===== src/rtl/alu_issue_stage.sv =====
// -----------------------------------------------------------------------------
// alu_issue_stage
// Decodes an RV32 instruction into a 3-bit ALU op code plus two operands and
// issues the result to the ALU/EX stage through a 2-entry skid buffer
// (OUT register feeding EX, SKID register catching one op of back-pressure).
//
// Ports
//   clk_i, rst_i          clock, synchronous active-high reset
//   flush_i               discard every buffered op and any handshake this cycle
//   inst_valid_i/_ready_o upstream handshake (ready is registered)
//   inst_i, rs1_data_i, rs2_data_i  instruction and register-file operands
//   ex_valid_o/ex_ready_i downstream handshake
//   ex_data1_o, ex_data2_o, ex_ctrl_o, ex_rd_o, ex_we_o  issued op
//   illegal_o             1-cycle pulse when an accepted op was undecodable
//   issued_cnt_o, illegal_cnt_o  wrapping event counters
// -----------------------------------------------------------------------------
module alu_issue_stage #(
    parameter int CNT_W = 8
) (
    input  logic             clk_i,
    input  logic             rst_i,
    input  logic             flush_i,
    input  logic             inst_valid_i,
    output logic             inst_ready_o,
    input  logic [31:0]      inst_i,
    input  logic [31:0]      rs1_data_i,
    input  logic [31:0]      rs2_data_i,
    output logic             ex_valid_o,
    input  logic             ex_ready_i,
    output logic [31:0]      ex_data1_o,
    output logic [31:0]      ex_data2_o,
    output logic [2:0]       ex_ctrl_o,
    output logic [4:0]       ex_rd_o,
    output logic             ex_we_o,
    output logic             illegal_o,
    output logic [CNT_W-1:0] issued_cnt_o,
    output logic [CNT_W-1:0] illegal_cnt_o
);

    localparam logic [2:0] OP_AND  = 3'b000;
    localparam logic [2:0] OP_XOR  = 3'b001;
    localparam logic [2:0] OP_SLL  = 3'b010;
    localparam logic [2:0] OP_ADD  = 3'b011;
    localparam logic [2:0] OP_SUB  = 3'b100;
    localparam logic [2:0] OP_MUL  = 3'b101;
    localparam logic [2:0] OP_ADDI = 3'b110;
    localparam logic [2:0] OP_SRAI = 3'b111;

    typedef enum logic [1:0] {
        ST_EMPTY = 2'd0,
        ST_ONE   = 2'd1,
        ST_FULL  = 2'd2
    } state_e;

    typedef struct packed {
        logic [31:0] data1;
        logic [31:0] data2;
        logic [2:0]  ctrl;
        logic [4:0]  rd;
        logic        we;
    } op_t;

    state_e     state_q, state_d;
    logic       ready_q;
    op_t        out_q, skid_q, dec_s;
    logic       dec_legal_s;
    logic       illegal_q;
    logic [CNT_W-1:0] issued_q, illegal_cnt_q;

    logic       accept_s, load_s, pop_s, drop_s;
    logic       out_new_s, out_skid_s, skid_new_s;

    logic [6:0] opcode_s;
    logic [2:0] funct3_s;
    logic [6:0] funct7_s;
    logic       unused_rs_idx_s;

    assign opcode_s = inst_i[6:0];
    assign funct3_s = inst_i[14:12];
    assign funct7_s = inst_i[31:25];
    // Register indices arrive already resolved as rs1/rs2 data.
    assign unused_rs_idx_s = ^inst_i[19:15];

    // Instruction decode: op code, second operand, write enable, legality.
    always_comb begin
        dec_s.data1 = rs1_data_i;
        dec_s.data2 = rs2_data_i;
        dec_s.ctrl  = OP_AND;
        dec_s.rd    = inst_i[11:7];
        dec_s.we    = 1'b0;
        dec_legal_s = 1'b0;
        case (opcode_s)
            7'b0110011: begin
                dec_s.we    = 1'b1;
                dec_legal_s = 1'b1;
                if (funct7_s == 7'b0000000) begin
                    case (funct3_s)
                        3'b111:  dec_s.ctrl = OP_AND;
                        3'b100:  dec_s.ctrl = OP_XOR;
                        3'b001:  dec_s.ctrl = OP_SLL;
                        3'b000:  dec_s.ctrl = OP_ADD;
                        default: dec_legal_s = 1'b0;
                    endcase
                end else if ((funct7_s == 7'b0100000) && (funct3_s == 3'b000)) begin
                    dec_s.ctrl = OP_SUB;
                end else if ((funct7_s == 7'b0000001) && (funct3_s == 3'b000)) begin
                    dec_s.ctrl = OP_MUL;
                end else begin
                    dec_legal_s = 1'b0;
                end
            end
            7'b0010011: begin
                dec_s.we = 1'b1;
                if (funct3_s == 3'b000) begin
                    dec_s.ctrl  = OP_ADDI;
                    dec_s.data2 = {{20{inst_i[31]}}, inst_i[31:20]};
                    dec_legal_s = 1'b1;
                end else if ((funct3_s == 3'b101) && (funct7_s == 7'b0100000)) begin
                    dec_s.ctrl  = OP_SRAI;
                    dec_s.data2 = {27'd0, inst_i[24:20]};
                    dec_legal_s = 1'b1;
                end else begin
                    dec_legal_s = 1'b0;
                end
            end
            7'b0000011: begin
                // Loads use the ALU for address generation.
                dec_s.ctrl  = OP_ADDI;
                dec_s.data2 = {{20{inst_i[31]}}, inst_i[31:20]};
                dec_s.we    = 1'b1;
                dec_legal_s = 1'b1;
            end
            7'b0100011: begin
                dec_s.ctrl  = OP_ADDI;
                dec_s.data2 = {{20{inst_i[31]}}, inst_i[31:25], inst_i[11:7]};
                dec_legal_s = 1'b1;
            end
            7'b1100011: begin
                // beq compares by subtraction; other branch types are not handled here.
                if (funct3_s == 3'b000) begin
                    dec_s.ctrl  = OP_SUB;
                    dec_legal_s = 1'b1;
                end else begin
                    dec_legal_s = 1'b0;
                end
            end
            default: dec_legal_s = 1'b0;
        endcase
    end

    // Handshake qualifiers; a flush swallows both sides' handshakes.
    assign accept_s = inst_valid_i & ready_q;
    assign pop_s    = ex_valid_o & ex_ready_i & ~flush_i;
    assign load_s   = accept_s & dec_legal_s & ~flush_i;
    assign drop_s   = accept_s & ~dec_legal_s & ~flush_i;

    // FSM state register; ready is derived from the next state so it is a flop.
    always_ff @(posedge clk_i) begin
        if (rst_i) begin
            state_q <= ST_EMPTY;
            ready_q <= 1'b1;
        end else begin
            state_q <= state_d;
            ready_q <= (state_d != ST_FULL);
        end
    end

    // FSM next-state logic.
    always_comb begin
        state_d = state_q;
        if (flush_i) begin
            state_d = ST_EMPTY;
        end else begin
            case (state_q)
                ST_EMPTY: state_d = load_s ? ST_ONE : ST_EMPTY;
                ST_ONE: begin
                    if (load_s && !pop_s) begin
                        state_d = ST_FULL;
                    end else if (!load_s && pop_s) begin
                        state_d = ST_EMPTY;
                    end else begin
                        state_d = ST_ONE;
                    end
                end
                ST_FULL:  state_d = pop_s ? ST_ONE : ST_FULL;
                default:  state_d = ST_EMPTY;
            endcase
        end
    end

    // FSM outputs: downstream valid and buffer register load selects.
    always_comb begin
        ex_valid_o = (state_q != ST_EMPTY);
        out_new_s  = 1'b0;
        out_skid_s = 1'b0;
        skid_new_s = 1'b0;
        case (state_q)
            ST_EMPTY: out_new_s = load_s;
            ST_ONE: begin
                out_new_s  = load_s & pop_s;
                skid_new_s = load_s & ~pop_s;
            end
            ST_FULL:  out_skid_s = pop_s;
            default:  out_new_s = 1'b0;
        endcase
    end

    // OUT/SKID payload registers, illegal pulse and event counters.
    always_ff @(posedge clk_i) begin
        if (rst_i) begin
            out_q         <= '0;
            skid_q        <= '0;
            illegal_q     <= 1'b0;
            issued_q      <= '0;
            illegal_cnt_q <= '0;
        end else begin
            if (out_new_s) begin
                out_q <= dec_s;
            end else if (out_skid_s) begin
                out_q <= skid_q;
            end else begin
                out_q <= out_q;
            end
            if (skid_new_s) begin
                skid_q <= dec_s;
            end else begin
                skid_q <= skid_q;
            end
            illegal_q <= drop_s;
            if (pop_s) begin
                issued_q <= issued_q + CNT_W'(1);
            end else begin
                issued_q <= issued_q;
            end
            if (drop_s) begin
                illegal_cnt_q <= illegal_cnt_q + CNT_W'(1);
            end else begin
                illegal_cnt_q <= illegal_cnt_q;
            end
        end
    end

    assign inst_ready_o  = ready_q;
    assign ex_data1_o    = out_q.data1;
    assign ex_data2_o    = out_q.data2;
    assign ex_ctrl_o     = out_q.ctrl;
    assign ex_rd_o       = out_q.rd;
    assign ex_we_o       = out_q.we;
    assign illegal_o     = illegal_q;
    assign issued_cnt_o  = issued_q;
    assign illegal_cnt_o = illegal_cnt_q;

endmodule

===== config.mk =====
export PLATFORM = sky130hd
export DESIGN_NAME = alu_issue_stage
export DESIGN_NICKNAME = d
export VERILOG_FILES = /design/src/rtl/alu_issue_stage.sv
export SDC_FILE = /design/constraint.sdc
export NUM_CORES = 1
export LEC_CHECK = 0
export ABC_AREA = 0
export CAP_MARGIN = 20
export CORE_MARGIN = 2
export CORE_UTILIZATION = 49
export DETAILED_ROUTE_END_ITERATION = 8
export HOLD_SLACK_MARGIN = 0.12
export PLACE_DENSITY_LB_ADDON = 0.12
export REMOVE_ABC_BUFFERS = 1
export SYNTH_ARGS = -nofsm -noshare
export SYNTH_HDL_FRONTEND = slang
export SYNTH_SLANG_ARGS = --single-unit

===== constraint.sdc =====
create_clock -name clk_i -period 4.15 [get_ports clk_i]
set_input_delay 1.0375 -clock clk_i [delete_from_list [all_inputs] [get_ports clk_i]]
set_output_delay 1.0375 -clock clk_i [all_outputs]
set_load 0.02 [all_outputs]

Word-level counts from Yosys, hierarchy flattened
Cells that the tools add are included.
{"block": "classes", "addsub": 2, "n_eq_ne": 14, "n_mux": 29, "bitwise_logic": 12, "reduce_logical": 15}
{"op": "$mux W73", "count": 2}
{"op": "$pmux W32 S3", "count": 1}
{"op": "$mux W35", "count": 2}
{"op": "$eq A7 B6 Y1 const B", "count": 3}
{"op": "$add A8 B1 Y8 const B", "count": 2}
{"op": "$mux W1", "count": 12}
{"op": "$mux W3", "count": 4}
{"op": "$pmux W2 S3", "count": 2}
{"op": "$pmux W3 S4", "count": 1}
{"op": "$and A1 B1 Y1", "count": 9}
{"op": "$eq A3 B3 Y1 const B", "count": 3}
{"op": "$eq A7 B1 Y1 const B", "count": 1}
{"op": "$eq A7 B2 Y1 const B", "count": 1}
{"op": "$eq A7 B5 Y1 const B", "count": 1}
{"op": "$eq A7 B7 Y1 const B", "count": 1}
{"op": "$logic_not A7 Y1", "count": 1}
{"op": "$mux W2", "count": 3}
{"op": "$logic_and A1 B1 Y1", "count": 5}
{"op": "$pmux W1 S4", "count": 1}
{"op": "$reduce_bool A2 Y1", "count": 2}
{"op": "$reduce_or A4 Y1", "count": 1}
{"op": "$eq A3 B1 Y1 const B", "count": 1}
{"op": "$logic_not A3 Y1", "count": 1}
{"op": "$not A1 Y1", "count": 3}
{"op": "8 further kinds", "count": 9}
{"block": "word_totals", "reg_bits": 166, "out_inout_bits": 92, "elab_cells": 87}

Logic depth before layout (Yosys ltp)
Gate-level depths: netlist of the first run.
{"block": "logic_depth", "depth_word": 15, "mapped_depth": 13, "mapped_depth_nobuf": 10}

Least setup slack after synthesis of the first run
Ideal clock, no wire load.
{"block": "synth_path", "kind": "input -> register", "from": "input port inst_i[26]", "to": "register skid_q[41] (netlist bit)", "setup_time_ns": 0.070, "arrival_ns": 3.646, "t_required_ns": 4.080, "slack_ns": 0.433, "path_stages": 12, "path_buffers": 3, "path_cell_list": "or4_4 o41ai_2 and4_4 nor3_1 nor2_1 ha_1 and2_1 clkbuf_1 clkbuf_1 buf_1 nand2_1 a21oi_1"}
{"block": "synth_via", "elab_chain_len": 10, "word_cells_on_any_way": 16, "classes_between": "eq/ne (2); mux (7); bitwise (3); reduce/logical (4)"}
{"item": "from (decl)", "line_no": "25", "source": "input logic [31:0] inst_i,"}
{"item": "$eq A7 B1 Y1", "line_no": "106", "source": "end else if ((funct7_s == 7'b0000001) && (funct3_s == 3'b000)) begin"}
{"item": "$logic_and A1 B1 Y1", "line_no": "106"}
{"item": "$mux W1", "line_no": "106"}
{"item": "$mux W1", "line_no": "104", "source": "end else if ((funct7_s == 7'b0100000) && (funct3_s == 3'b000)) begin"}
{"item": "$mux W1", "line_no": "96", "source": "if (funct7_s == 7'b0000000) begin"}
{"item": "$pmux W1 S4 (*)", "line_no": "92", "source": "case (opcode_s)"}
{"item": "$and A1 B1 Y1 (*) (2 in a row)", "line_no": "154", "source": "assign load_s = accept_s & dec_legal_s & ~flush_i;"}
{"item": "$and A1 B1 Y1 (*)", "line_no": "201", "source": "skid_new_s = load_s & ~pop_s;"}
{"item": "$mux W1 (*)", "line_no": "197", "source": "case (state_q)"}
{"item": "to (signal assigned)", "line_no": "225", "source": "skid_q <= dec_s;"}
{"item": "to (signal assigned)", "line_no": "227", "source": "skid_q <= skid_q;"}
{"item": "to (decl)", "line_no": "65", "source": "op_t out_q, skid_q, dec_s;"}
Every way passes the cells marked *; elsewhere a longest branch is shown, timed or not.
A chain may end at the register's enable or synchronous reset.

Worst setup path in the final report of the first run
{"block": "layout_path", "from": "input port inst_i[26]", "to": "register out_q, in the netlist ex_data1_o[3]"}
{"block": "layout_via", "elab_chain_len": 11, "word_cells_on_any_way": 18, "classes_between": "eq/ne (2); mux (8); bitwise (3); reduce/logical (5)"}
{"item": "$eq A7 B1 Y1", "line_no": "106"}
{"item": "$logic_and A1 B1 Y1", "line_no": "106"}
{"item": "$mux W1", "line_no": "106"}
{"item": "$mux W1", "line_no": "104"}
{"item": "$mux W1", "line_no": "96"}
{"item": "$pmux W1 S4 (*)", "line_no": "92"}
{"item": "$and A1 B1 Y1 (*) (2 in a row)", "line_no": "154"}
{"item": "$and A1 B1 Y1", "line_no": "200", "source": "out_new_s = load_s & pop_s;"}
{"item": "$pmux W1 S2 (*)", "line_no": "197"}
{"item": "$mux W73 / $reduce_bool A2 Y1 (equally long branches)"}
{"item": "to (signal assigned)", "line_no": "218", "source": "out_q <= dec_s;"}
{"item": "to (signal assigned)", "line_no": "220", "source": "out_q <= skid_q;"}
{"item": "to (signal assigned)", "line_no": "222", "source": "out_q <= out_q;"}
{"item": "to (decl)", "line_no": "65"}
Marked as above.

==> results of run 1 <==
## flip-flops by register name (all words and copies together) (netlist names)
signal         flops
ex_data2_o        32
inst_ready_o       1
issued_cnt_o       8
ex_ctrl_o          3
skid_q            73
ex_data1_o        32
ex_rd_o            5
illegal_o          1
state_q            2
ex_we_o            1
illegal_cnt_o      8
## worst register-to-register path: stages (launching register included)
cell and delay, ps:
dfxtp_1 340, or2_2 310, and3b_1 320, ha_1 270, and2_1 240, nor2_4 450
buf_4 290, a211oi_2 90
## routing by layer
metal  global-route usage, %  vias to the layer above  wire, µm
met5                       0                        -         0
met4                    8.08                        0       386
met3                    6.24                       24      1140
met2                    40.3                      171      9240
met1                    32.4                     3254      9190
li1                        -                     3386         -
## final cells by class
type	count	area (µm²)	share of cell area [%]
tap	184	230	2.26
inverter	5	18.8	0.184
clock buffer	21	450	4.42
timing repair buffer	220	2250	22.0
sequential	166	3320	32.6
multi-input combinational	585	3790	37.2
clock inverter	9	126	1.24
## worst max-delay path by stage
stage / endpoint / slack [ps] / cells past startpoint
after CTS: ex_data1_o[3] / 460 / 11
after floorplan: ex_ctrl_o[2] / -8220 / 3
after global placement: ex_data1_o[3] / 100 / 11
after global routing: ex_data1_o[0] / 310 / 11
final: ex_data1_o[3] / 440 / 11
after detailed placement: ex_data1_o[3] / 40 / 11
## cell families after synthesis
family | after synthesis | share of synthesized area [%]
compound gates | 291 | 27.8
simple gates | 238 | 15.3
flops | 166 | 44.8
buf+inv | 82 | 4.67
mux | 41 | 5.53
xor+xnor | 11 | 1.30
fa+ha+maj | 4 | 0.674
## through the flow
stage / worst slack (ps) / TNS (ps)
final: 440 / 0
after global routing: 310 / 0
after CTS: 464 / 0
after detailed placement: 38.9 / 0
after global placement: 100 / 0
after floorplan: -8220 / -632570
## layout by cell type, fill, tap and decap left out, types with 4 or more instances in the layout
cell,instances
dfxtp_1,166
xor2_1,6
o21ai_0,10
ha_1,4
clkbuf_16,17
nor2_1,58
a22oi_1,7
and3_1,4
nand4_1,5
xnor2_1,5
nand3_1,7
a21oi_1,112
clkdlybuf4s50_1,186
a211oi_1,86
nor2b_1,35
a22o_1,6
nand2_1,94
buf_12,10
buf_4,23
a2111oi_0,33
o31ai_1,6
mux2i_1,41
clkinv_2,4
a211oi_2,20
inv_1,4
## power by group
group | switching, mW | internal [mW]
Combinational | 0.102 | 0.121
Sequential | 0.00349 | 1.60
Clock | 0.626 | 0.954
==> results.ini, run 1 <==
[status]
status = finished clean

[worst_setup_path]
rrSetupSlack_ps = 1690
worstSetupPathType = in -> reg
r2r-end = ex_data1_o[29]
crit_chain = clkdlybuf4s50_1 > or4_4 > o41ai_2 > and4_4 > nor3_1 > nor2_1 > ha_1 > and2_1 > nor2_4 > buf_12 > a211oi_1
r2r_cells = 7
cp-end-kind = register
crit_buf_inv = 2
startpoint = inst_i[26]
cp_max_fo = 17
startpoint_type = primary input
cp.required_ps = 4470
cp_top_family = simple AND/OR/NAND/NOR gates
worst_ep_arrival_time_ps = 4030
critPathSlowestCell = or4_4
r2r-start = state_q[0]
slowest_delay_ps = 590

[grt]
grt.total_usage_pct = 24.8
grt.overflow.total = 0
grt_pass1_vias = 6552
grt_start_max_net_pins = 106
grt_pass1_wl_mm = 32.7
antenna_found_initial = 0

[die]
pin_count = 193
initial_core_util_pct = 50.7
die_h_um = 127
die_area_um2 = 16200
std_cell_rows = 44
fp.dieW_um = 127
core_area_um2 = 14600

[synth]
synthMostInstantiatedCell = dfxtp_1
synthesis.area_um2 = 7420
ys_seq_elements = 166
synth_top_cells_by_count = 166 x dfxtp_1, 112 x a21oi_1, 95 x nand2_1
synth_edf_count = 0
yosysUniqueCellTypes = 50
synth_area_per_cell_um2 = 8.91
seq_area_frac_synth_pct = 44.8
yosysWarnings = 0
synth_top_area_share_pct = 44.8
ys.flop_type = dfxtp_1
synth.area.top_cells = dfxtp_1 45%, a211oi_1 8.7%, a21oi_1 7.6%, mux2i_1 5.5%, nand2_1 4.8%
synth_top_cell_by_area = dfxtp_1
async_reset_ff_share_pct = 0
syn_inst = 833

[pwr]
finalPower_mw = 3.41
peakVddDrop_v = 0.000279
p_leak_nw = 3.37
p_per_area_nw_per_um2 = 334

[timing]
worst_slew_pin_slew_ps = 886
clock.fmax_mhz = 270
post-route-period-util_pct = 89.4
finClkSkew_ps = 5.90
setup_violations = 0
holdWs_ps = 455
maxSlewViolCount = 0
rsz0062_at_grt = no
period_needed_ps = 3710
slew-limit-headroom_pct = 40.9
hold_viol = 0

[drt]
drtPass1Iterations = 4
drc = 0
via_per_inst = 5.74
ant_nets = 0
via_count = 6835
wirelength_mm = 20.0
drtIter0Drc = 421
wl_per_cell_um = 16.8

[cts]
cts_root_buf = clkbuf_16
htreeDepth = 4
clockBufferDepth = 2
post-cts-setup-buffers = 0
numClockSinks = 166
path_clk_slew_ps = 60
clk_latency_ps = 420
cts_resized = 0
cts-buffers-inserted = 17
cts_tree = built
holdBufCountCts = 0

[placement]
gp_congestion = 0.811
dp.final_hpwl_mm = 12.7
port_buffers = 187
place_area_um2 = 9610
dp.cells = 1160

[worst_hold_path]
hold_depth = 2
min_delay_worst_endpoint = skid_q[56]
min_path_type = reg -> reg
min_from = skid_q[56]

[layout]
fillers = 1213
synthToLayoutAreaGrowth_pct = 37.3
fin_cells = 1190
antennaDiodeCount = 0
fin_util_pct = 69.6
design_area_um2 = 10200
drive_gt1_share_pct = 9.44
nNetsFinal = 1100

[run]
cap_violations = 0

Power figures use the tool's default switching activity.
==> inputs of run 2 (changes only) <==
--- a/config.mk
+++ b/config.mk
@@ -6,7 +6,7 @@
 export NUM_CORES = 1
 export LEC_CHECK = 0
 export ABC_AREA = 0
-export CAP_MARGIN = 20
+export CAP_MARGIN = 25
 export CORE_MARGIN = 2
 export CORE_UTILIZATION = 49
 export DETAILED_ROUTE_END_ITERATION = 8
==> results of run 2 <==
No change in the layout: final DEF, timing and power equal those of run 1.
